--- src/rtl/rob_pkg.sv ---
// Shared parameters, FSM state type and per-slot head record for the ROB commit stage.
package rob_pkg;

  localparam int ROB_SIZE      = 8;
  localparam int ROB_IDX_W     = $clog2(ROB_SIZE);
  localparam int NUM_ARCH_REGS = 32;
  localparam int AREG_W        = $clog2(NUM_ARCH_REGS);
  localparam int NUM_PHYS_REGS = 64;
  localparam int PREG_W        = $clog2(NUM_PHYS_REGS);
  localparam int COMMIT_WIDTH  = 4;
  localparam int CNT_W         = $clog2(COMMIT_WIDTH + 1);

  typedef enum logic {
    RUN,
    RECOVER
  } rob_commit_state_e;

  // One of the COMMIT_WIDTH oldest ROB entries as seen by the retire stage.
  typedef struct packed {
    logic              valid;
    logic              ready;
    logic              has_dst;
    logic [AREG_W-1:0] dst_areg;
    logic [PREG_W-1:0] dst_preg;
    logic [PREG_W-1:0] old_preg;
    logic              mispredict;
  } rob_head_t;

endpackage

--- src/rtl/rob_commit_if.sv ---
// Bundle between the ROB read end / rename / free list and the commit stage.
// The commit stage is the slave: it consumes the head window and produces
// retirement, free-list and recovery traffic.
interface rob_commit_if;
  import rob_pkg::*;

  logic                    commit_enable;
  rob_head_t               head [COMMIT_WIDTH];

  logic [CNT_W-1:0]        rob_deq_cnt;
  logic [COMMIT_WIDTH-1:0] free_valid;
  logic [PREG_W-1:0]       free_preg [COMMIT_WIDTH];
  logic                    flush_o;
  logic                    recover_valid;
  logic [AREG_W-1:0]       recover_areg;
  logic [PREG_W-1:0]       recover_preg;
  logic                    recover_done;
  logic [31:0]             retired_count;

  modport master (
    output commit_enable, head,
    input  rob_deq_cnt, free_valid, free_preg, flush_o,
           recover_valid, recover_areg, recover_preg, recover_done, retired_count
  );

  modport slave (
    input  commit_enable, head,
    output rob_deq_cnt, free_valid, free_preg, flush_o,
           recover_valid, recover_areg, recover_preg, recover_done, retired_count
  );

endinterface

--- src/rtl/rob_arat.sv ---
// Committed architectural RAT: one entry per arch reg, several write ports
// applied oldest-to-youngest so the youngest writer of an areg wins, and one
// asynchronous read port used to stream mappings back during recovery.
module rob_arat
  import rob_pkg::*;
(
  input  logic                    clk,
  input  logic                    rst_n,
  input  logic [COMMIT_WIDTH-1:0] wr_en,
  input  logic [AREG_W-1:0]       wr_areg [COMMIT_WIDTH],
  input  logic [PREG_W-1:0]       wr_preg [COMMIT_WIDTH],
  input  logic [AREG_W-1:0]       rd_areg,
  output logic [PREG_W-1:0]       rd_preg
);

  logic [PREG_W-1:0] regs [NUM_ARCH_REGS];

  // Identity mapping out of reset; later ports overwrite earlier ones on the same areg.
  always_ff @(posedge clk or negedge rst_n) begin
    if (!rst_n) begin
      for (int a = 0; a < NUM_ARCH_REGS; a++) begin
        regs[a] <= PREG_W'(a);
      end
    end else begin
      for (int w = 0; w < COMMIT_WIDTH; w++) begin
        if (wr_en[w]) begin
          regs[wr_areg[w]] <= wr_preg[w];
        end
      end
    end
  end

  assign rd_preg = regs[rd_areg];

endmodule

--- src/rtl/rob_commit.sv ---
// In-order retire stage: retires the ready prefix of the head window, frees
// superseded physical registers, updates the aRAT and, after a retired
// mispredict, flushes and streams the whole aRAT back to rename.
module rob_commit
  import rob_pkg::*;
(
  input  logic         clk,
  input  logic         rst_n,
  rob_commit_if.slave  bus
);

  rob_commit_state_e       state_q;
  rob_commit_state_e       state_d;
  logic [COMMIT_WIDTH-1:0] retire;
  logic [COMMIT_WIDTH-1:0] arat_we;
  logic                    prefix_blocked;
  logic                    mispredict_retire;
  logic [CNT_W-1:0]        deq_cnt;
  logic [AREG_W-1:0]       rec_cnt_q;
  logic                    last_beat;
  logic                    flush_q;
  logic                    done_q;
  logic [31:0]             retired_q;
  logic [AREG_W-1:0]       wr_areg [COMMIT_WIDTH];
  logic [PREG_W-1:0]       wr_preg [COMMIT_WIDTH];
  logic [PREG_W-1:0]       free_preg [COMMIT_WIDTH];
  logic [PREG_W-1:0]       rd_preg;

  // Retire the longest ready prefix; a retiring mispredict closes the prefix behind itself.
  always_comb begin
    retire            = '0;
    mispredict_retire = 1'b0;
    deq_cnt           = '0;
    prefix_blocked    = (state_q != RUN) || !bus.commit_enable;
    for (int i = 0; i < COMMIT_WIDTH; i++) begin
      if (!prefix_blocked && bus.head[i].valid && bus.head[i].ready) begin
        retire[i] = 1'b1;
        deq_cnt   = deq_cnt + CNT_W'(1);
        if (bus.head[i].mispredict) begin
          mispredict_retire = 1'b1;
          prefix_blocked    = 1'b1;
        end
      end else begin
        prefix_blocked = 1'b1;
      end
    end
  end

  // Retiring register writers (areg 0 excluded) both update the aRAT and free their old mapping.
  always_comb begin
    arat_we = '0;
    for (int i = 0; i < COMMIT_WIDTH; i++) begin
      arat_we[i]   = retire[i] && bus.head[i].has_dst && (bus.head[i].dst_areg != '0);
      wr_areg[i]   = bus.head[i].dst_areg;
      wr_preg[i]   = bus.head[i].dst_preg;
      free_preg[i] = arat_we[i] ? bus.head[i].old_preg : '0;
    end
  end

  rob_arat u_arat (
    .clk     (clk),
    .rst_n   (rst_n),
    .wr_en   (arat_we),
    .wr_areg (wr_areg),
    .wr_preg (wr_preg),
    .rd_areg (rec_cnt_q),
    .rd_preg (rd_preg)
  );

  assign last_beat = (state_q == RECOVER) && (rec_cnt_q == AREG_W'(NUM_ARCH_REGS - 1));

  // State register for the RUN/RECOVER machine.
  always_ff @(posedge clk or negedge rst_n) begin
    if (!rst_n) begin
      state_q <= RUN;
    end else begin
      state_q <= state_d;
    end
  end

  // Enter recovery on a retired mispredict, leave after the final aRAT beat.
  always_comb begin
    state_d = state_q;
    case (state_q)
      RUN:     if (mispredict_retire) state_d = RECOVER;
      RECOVER: if (last_beat)         state_d = RUN;
      default: state_d = RUN;
    endcase
  end

  // Recovery walks areg 0..31; it is held at zero whenever retirement is running.
  always_ff @(posedge clk or negedge rst_n) begin
    if (!rst_n) begin
      rec_cnt_q <= '0;
    end else if (state_q == RECOVER) begin
      rec_cnt_q <= rec_cnt_q + AREG_W'(1);
    end else begin
      rec_cnt_q <= '0;
    end
  end

  // Single-cycle flush on recovery entry and single-cycle done on recovery exit.
  always_ff @(posedge clk or negedge rst_n) begin
    if (!rst_n) begin
      flush_q <= 1'b0;
      done_q  <= 1'b0;
    end else begin
      flush_q <= (state_q == RUN) && mispredict_retire;
      done_q  <= last_beat;
    end
  end

  // Running total of retired instructions, free to wrap.
  always_ff @(posedge clk or negedge rst_n) begin
    if (!rst_n) begin
      retired_q <= '0;
    end else begin
      retired_q <= retired_q + 32'(deq_cnt);
    end
  end

  assign bus.rob_deq_cnt   = deq_cnt;
  assign bus.free_valid    = arat_we;
  assign bus.free_preg     = free_preg;
  assign bus.flush_o       = flush_q;
  assign bus.recover_valid = (state_q == RECOVER);
  assign bus.recover_areg  = (state_q == RECOVER) ? rec_cnt_q : '0;
  assign bus.recover_preg  = (state_q == RECOVER) ? rd_preg : '0;
  assign bus.recover_done  = done_q;
  assign bus.retired_count = retired_q;

endmodule

--- src/flat_wrapper.sv ---
// flat-port wrapper written by rule: the top's interface ports become plain ports
module rob_commit_flat import rob_pkg::*;
  (clk, rst_n, bus_commit_enable, bus_head, bus_rob_deq_cnt, bus_free_valid, bus_free_preg, bus_flush_o, bus_recover_valid, bus_recover_areg, bus_recover_preg, bus_recover_done, bus_retired_count);
  rob_commit_if bus_i ();
  input  logic clk;
  input  logic rst_n;
  input wire logic [$bits(bus_i.commit_enable)-1:0] bus_commit_enable;
  input wire logic [$bits(bus_i.head)-1:0] bus_head;
  output wire logic [$bits(bus_i.rob_deq_cnt)-1:0] bus_rob_deq_cnt;
  output wire logic [$bits(bus_i.free_valid)-1:0] bus_free_valid;
  output wire logic [$bits(bus_i.free_preg)-1:0] bus_free_preg;
  output wire logic [$bits(bus_i.flush_o)-1:0] bus_flush_o;
  output wire logic [$bits(bus_i.recover_valid)-1:0] bus_recover_valid;
  output wire logic [$bits(bus_i.recover_areg)-1:0] bus_recover_areg;
  output wire logic [$bits(bus_i.recover_preg)-1:0] bus_recover_preg;
  output wire logic [$bits(bus_i.recover_done)-1:0] bus_recover_done;
  output wire logic [$bits(bus_i.retired_count)-1:0] bus_retired_count;
  assign bus_i.commit_enable = bus_commit_enable;
  assign bus_i.head = {>>{bus_head}};
  assign bus_rob_deq_cnt = bus_i.rob_deq_cnt;
  assign bus_free_valid = bus_i.free_valid;
  assign bus_free_preg = {>>{bus_i.free_preg}};
  assign bus_flush_o = bus_i.flush_o;
  assign bus_recover_valid = bus_i.recover_valid;
  assign bus_recover_areg = bus_i.recover_areg;
  assign bus_recover_preg = bus_i.recover_preg;
  assign bus_recover_done = bus_i.recover_done;
  assign bus_retired_count = bus_i.retired_count;
  rob_commit u_core (.clk(clk), .rst_n(rst_n), .bus(bus_i));
endmodule
--- config.mk ---
export PLATFORM = sky130hd
export DESIGN_NAME = rob_commit_flat
export DESIGN_NICKNAME = d
export VERILOG_FILES = /design/src/rtl/rob_pkg.sv /design/src/rtl/rob_commit_if.sv /design/src/rtl/rob_arat.sv /design/src/rtl/rob_commit.sv /design/src/flat_wrapper.sv
export SDC_FILE = /design/constraint.sdc
export NUM_CORES = 1
export LEC_CHECK = 0
export CELL_PAD_IN_SITES_DETAIL_PLACEMENT = 0
export CELL_PAD_IN_SITES_GLOBAL_PLACEMENT = 1
export CORE_ASPECT_RATIO = 0.7
export CORE_MARGIN = 1.5
export CORE_UTILIZATION = 41
export DETAILED_ROUTE_END_ITERATION = 6
export HOLD_SLACK_MARGIN = 0.12
export PLACE_DENSITY_LB_ADDON = 0.1
export REMOVE_ABC_BUFFERS = 1
export SLEW_MARGIN = 20
export SYNTH_ARGS = -nofsm -noshare
export SYNTH_HDL_FRONTEND = slang
export SYNTH_SLANG_ARGS = --single-unit
--- constraint.sdc ---
create_clock -name clk -period 3.6 [get_ports clk]
set_input_delay 0.72 -clock clk [delete_from_list [all_inputs] [get_ports clk]]
set_output_delay 0.72 -clock clk [all_outputs]
set_load 0.01 [all_outputs]
=== Yosys cells after proc, flatten, opt, wreduce, memory -nomap -nowiden ===
Cells that the tools add are included.

* Output and inout port bits: 77
* Register bits after elaboration: 232
* Word-level logic and storage cells: 141

* Eq/ne operators: 1
* Add/subtract/negate cells: 5
* Order comparisons: 9
* Mux-type cells: 51
* Bitwise gates (word level): 6
* Reduce and logical (&&, ||, !) cells: 32

{| class="wikitable"
|+ Operator list
! operator !! number
|-
| 192-bit bitwise mux || 4
|-
| 192-bit 2-to-1 mux || 4
|-
| 6-bit demux with 5-bit select || 4
|-
| 6-bit 2-to-1 mux || 11
|-
| 32-bit by 3-bit adder with 32-bit output || 1
|-
| 6-bit binary-select mux with 5-bit select || 1
|-
| 6-bit >= comparator, second input constant || 5
|-
| 5-bit NOT with 6-bit output || 5
|-
| 6-bit by 1-bit less-than comparator with 1-bit output, second input constant || 4
|-
| 1-bit logical AND || 22
|-
| 1-bit 2-to-1 mux || 21
|-
| 5-bit nonzero test || 4
|-
| 5-bit 2-to-1 mux || 2
|-
| 3-bit 2-to-1 mux || 3
|-
| 3-bit by 1-bit adder with 3-bit output, second input constant || 2
|-
| 5-bit by 1-bit adder with 5-bit output, second input constant || 1
|-
| 5-bit equality test, second input constant || 1
|-
| 1-bit logical NOT || 5
|-
| 1-bit by 1-bit adder with 2-bit output, second input constant || 1
|-
| 1-bit one-hot mux with 2 select lines || 1
|-
| 1-bit logical OR || 1
|-
| 1-bit NOT || 1
|}

=== Depth between registers and ports, before layout ===
* Word-level depth: 21
* Gate-level depth with buffers: 19
* Gate-level depth less buffers: 16

=== Cells and area by module ===
From an unflattened synthesis, not the netlist that was laid out.

* Cells, all modules: 1892
* Area, all modules: 17125.2 um2

{| class="wikitable"
|+ By module, submodules not included
! module !! instances !! cells an instance !! sequential area each (um2) !! area an instance (um2)
|-
| rob_arat || 1 || 1664 || 4904.7 || 14823.0
|-
| rob_commit || 1 || 228 || 1001.0 || 2302.2
|}

=== Least setup slack after synthesis ===
No wires, ideal clock.

* Path kind: in2reg
* Start: input port bus_head[83]
* End: register u_core.retired_q[31] (netlist: u_core.bus.retired_count[31])
* Library setup time: 124 ps
* Path slack: -528 ps
* Data arrival time: 4004 ps
* Stages: 16
* Cell sequence: and4b_1 > buf_4 > inv_2 > buf_6 > buf_2 > nor2_1 > ha_1 > xnor2_1 > ha_1 > mux2_2 > ha_1 > a21o_1 > a21oi_1 > nor3_1 > nand4_1 > xnor2_1

* Cells in the longest elaborated chain, start to end: 16
* Elaborated cells between the ends (all ways): 24
* Those cells by class: 4 x add/sub; 9 x mux; 11 x reduce/logical

{| class="wikitable"
|+ Ends and longest elaborated chain
! what !! RTL line !! text
|-
| start, declared || flat_wrapper.sv:8 || <nowiki>input wire logic [$bits(bus_i.head)-1:0] bus_head;</nowiki>
|-
| 1-bit logical AND * (2 in a row) || rob_commit.sv:36 || <nowiki>if (!prefix_blocked && bus.head[i].valid && bus.head[i].ready) begin</nowiki>
|-
| parallel branches: the longest is 12 deep, another holds 3-bit by 1-bit adder with 3-bit output || n/a ||
|-
| 3-bit 2-to-1 mux * || rob_commit.sv:36 ||
|-
| via bus_rob_deq_cnt[1] || flat_wrapper.sv:9 || <nowiki>output wire logic [$bits(bus_i.rob_deq_cnt)-1:0] bus_rob_deq_cnt;</nowiki>
|-
| 32-bit by 3-bit adder with 32-bit output * || rob_commit.sv:118 || <nowiki>retired_q <= retired_q + 32'(deq_cnt);</nowiki>
|-
| end signal, assigned || rob_commit.sv:118 ||
|-
| end, declared || rob_commit.sv:23 || <nowiki>logic [31:0] retired_q;</nowiki>
|}

Mark *: on every way through the listed nets, which the timed path passes.

=== Final worst setup path ===
* Start: input port bus_head[83]
* End: output port bus_rob_deq_cnt[2]

* Cells in the longest elaborated chain, start to end: 15
* Elaborated cells between the ends (all ways): 23
* Those cells by class: 3 x add/sub; 9 x mux; 11 x reduce/logical

{| class="wikitable"
|+ Ends and longest elaborated chain
! what !! RTL line
|-
| 1-bit logical AND * (2 in a row) || rob_commit.sv:36
|-
| parallel branches: the longest is 12 deep, another holds 3-bit by 1-bit adder with 3-bit output || n/a
|-
| 3-bit 2-to-1 mux * || rob_commit.sv:36
|-
| end, declared || flat_wrapper.sv:9
|}

Mark *: on every way between the ends.

==> impl_metrics.csv <==
group,metric,value,unit
status,status,"finished with violations",
status,violations,"DRC, setup timing",
critical_path,cp_common_cell,"ha_4",
critical_path,critPathArrivalTime,2.88,ns
synth,yosysWarningCount,0,
timing,period_needed,3.60,ns
synth,seq_area_frac_synth,32.2,%
timing,max_freq,0.278,GHz
cells_and_area,final_util,54.4,%
synth,syn_inst,2122,
die,io_pins,164,
clock_tree,cts_tree,"done",
route,drt_iter0_drc,3114,
clock_tree,path_clk_slew,0.06,ns
critical_path,critPathMaxFanout,6,
clock_tree,clockRootBuffer,"clkbuf_16",
timing,tightest_slew,1.26,ns
grt,grt_pass1_wl,149000,um
critical_path,start_kind,"primary input",
synth,synthArstFlopShare,100,%
placed_design,place_congestion,1.06,
critical_path,worstSetupPathType,"primary input to primary output",
route,vias,21300,
clock_tree,clock_sinks,232,
timing,rsz0062_at_grt,"yes",
timing,drv_slew,0,
critical_path,critPathMaxStageDelay,0.45,ns
cells_and_area,multi_input_area,0.0116,sq mm
die,coreArea,0.0439,sq mm
power,p_per_area,395,mW/mm^2
clock_tree,cts-buffers-inserted,28,
cells_and_area,num-fill-cells,4102,
synth,synth.avg_cell_area,8.64,sq um
critical_path,crit_slowest_cell,"clkdlybuf4s50_1",
clock_tree,clk_latency,0.60,ns
route,drc,3,
critical_path,cp.required,2.88,ns
route,wl_per_cell,34.7,um
min_path,hold_path_class,"register to register",
route,wirelength,105000,um
clock_tree,htreeDepth,1,
timing,setup_viol,2,
grt,grt_overflow,0,
job,cap_violations,0,
die,die_width,256,um
synth,synth_edf_count,0,
synth,synth_ff_type,"dfrtp_1",
synth,netlist_area,0.0183,sq mm
cells_and_area,final_cell_area,0.0239,sq mm
power,p_leak,9.29,nW
grt,grt_antenna_before_repair,3,
timing,tns,-0.00328,ns
timing,finClkSkew,0.0179,ns
power,peakVddDrop,0.000321,V
placed_design,place_ws,-0.715,ns
cells_and_area,areaGrowthSynthToFinish,30.2,%
placed_design,placed_area,0.0224,sq mm
route,detailedRoute.firstPassIterationCount,7,
timing,fin_ws,-0.00327,ns
route,via_per_inst,7.04,
timing,relSlewSlack,16.1,%
cells_and_area,drive_gt1_share,25.0,%
synth,synth_cell_types,72,
placed_design,portBuffers,163,
grt,grt_max_degree,77,
die,num_rows,64,
critical_path,path_cells,"clkdlybuf4s50_1, and4b_2, buf_12, inv_2, nor2_4, ha_4, xnor2_2, ha_4, nand2_1, xnor2_1, nor2_1, buf_2",
grt,grt_usage,44.5,%
timing,min_period_over_period,100,%
clock_tree,clockBufferDepth,3,
synth,synth-seq-cells,232,
placed_design,dp.final_hpwl,73000,um
die,dieHeight,180,um
grt,grt_pass1_vias,20100,
critical_path,crit_buf_inv,4,
critical_path,cp-end-kind,"primary output",
timing,hold_viol_final,0,
power,finalPower,9.42,mW
cells_and_area,nNetsFinal,2507,
cells_and_area,regArea,0.00591,sq mm
die,initial_core_util,41.8,%
critical_path,critical-path-top-delay-family,"buffers and inverters",
die,die_area,0.0460,sq mm
route,antenna_left,0,
## power by group
part	switching, mW	internal [mW]
logic	1.82	1.33
registers	0.150	2.78
clock network	1.36	1.98
total	3.33	6.08
## routing by layer
metal  GRT usage (%)  up-vias  part of all wire, %
met4            22.0        2                  5.8
met5               0        -                0.012
met1            61.6    10500                   41
met2            58.0     1744                   38
met3            19.4      374                   16
li1                -     8750                    -
## cells by family after synthesis
logic type | share of synthesized area [%]
AND/OR/NAND/NOR | 23.9
AO/OA/AOI/OAI | 26.9
buffers and inverters | 5.56
flip-flops | 32.2
multiplexers | 9.06
XOR/XNOR | 1.67
adder cells (fa/ha/maj) | 0.655
## final timing paths
kind	slack (ns)	endpoint	cells after the start	from
max	-0.003	bus_rob_deq_cnt[2]	12	bus_head[83]
min	0.38	u_core.u_arat.regs[186]	0	u_core.u_arat.regs[186]
max reg2reg	0.32	u_core.bus.retired_count[24]	15	u_core.bus.recover_valid
min reg2reg	0.38	u_core.u_arat.regs[186]	0	u_core.u_arat.regs[186]
max in group asynchronous	2.04	u_core.u_arat.regs[105]	3	rst_n
min in group asynchronous	0.65	u_core.u_arat.regs[166]	2	rst_n
## sequential cells by signal, indices dropped and copies added, names as in the netlist
name and flops:
u_core.u_arat.regs 192, u_core.bus.recover_done 1, u_core.bus.retired_count 32, u_core.bus.recover_valid 1, u_core.rec_cnt_q 5, u_core.bus.flush_o 1
## worst register-to-register path, delay by kind of cell (launching register included)
family,cells,cell delay (ns)
buf+inv,3,0.35
simple gates,5,0.69
mux,1,0.29
xor+xnor,2,0.33
fa+ha+maj,3,0.88
flops,1,0.37
compound gates,1,0.24
## cells in the final DEF (no fill, tap or decap), drive strengths merged, types with 33 or more instances in the layout
master | Yosys | routed
a211o | 106 | 106
a21oi | 57 | 57
a22oi | 43 | 43
a2bb2oi | 61 | 61
a31oi | 81 | 81
a32oi | 47 | 47
and2 | 44 | 44
buf | 62 | 357
clkbuf | 181 | 33
clkdlybuf4s50 | 0 | 121
dfrtp | 152 | 152
dfstp | 80 | 80
mux2i | 95 | 95
nand2 | 177 | 177
nand3 | 43 | 43
nand4 | 51 | 51
nor2 | 187 | 187
nor3 | 126 | 126
o211ai | 60 | 60
o2bb2ai | 47 | 47
or3 | 52 | 52
## through the flow
step / std cells / hold WS (ns)
3_5_place_dp: 2949 / 0.368
3_3_place_gp: 2948 / 0.373
6_report: 3032 / 0.379
2_1_floorplan: 1879 / 0.349
4_1_cts: 3013 / 0.381
5_1_grt: 3027 / 0.388
## repair_timing
action	CTS	global route
setup endpoints to repair	49	27
buffers inserted	10	14
cloned	1	0
resized for setup	85	23
hold endpoints to repair	30	0
hold buffers	1	0
pin swaps	7	9
## cell type report
type,instances,share of cell area [%]
antenna,5,0.0524
tap,594,3.11
sequential,232,24.8
inverter,9,0.142
multi-input combinational,1638,48.7
clock inverter,19,1.08
timing repair buffer,502,18.9
clock buffer,33,3.27
## cell usage after synthesis (57+ instances only)
| library cell | n | area [sq um] |
|---|---|---|
| a211o_1 | 106 | 928 |
| clkbuf_1 | 180 | 676 |
| nand2_1 | 177 | 664 |
| a21oi_1 | 57 | 285 |
| a2bb2oi_1 | 61 | 534 |
| nor3_1 | 125 | 626 |
| nor2_1 | 180 | 676 |
| o211ai_1 | 60 | 450 |
| dfstp_2 | 80 | 2100 |
| mux2i_1 | 95 | 951 |
| a31oi_1 | 81 | 507 |
| dfrtp_1 | 152 | 3800 |
(Power assumes the default switching activity.)
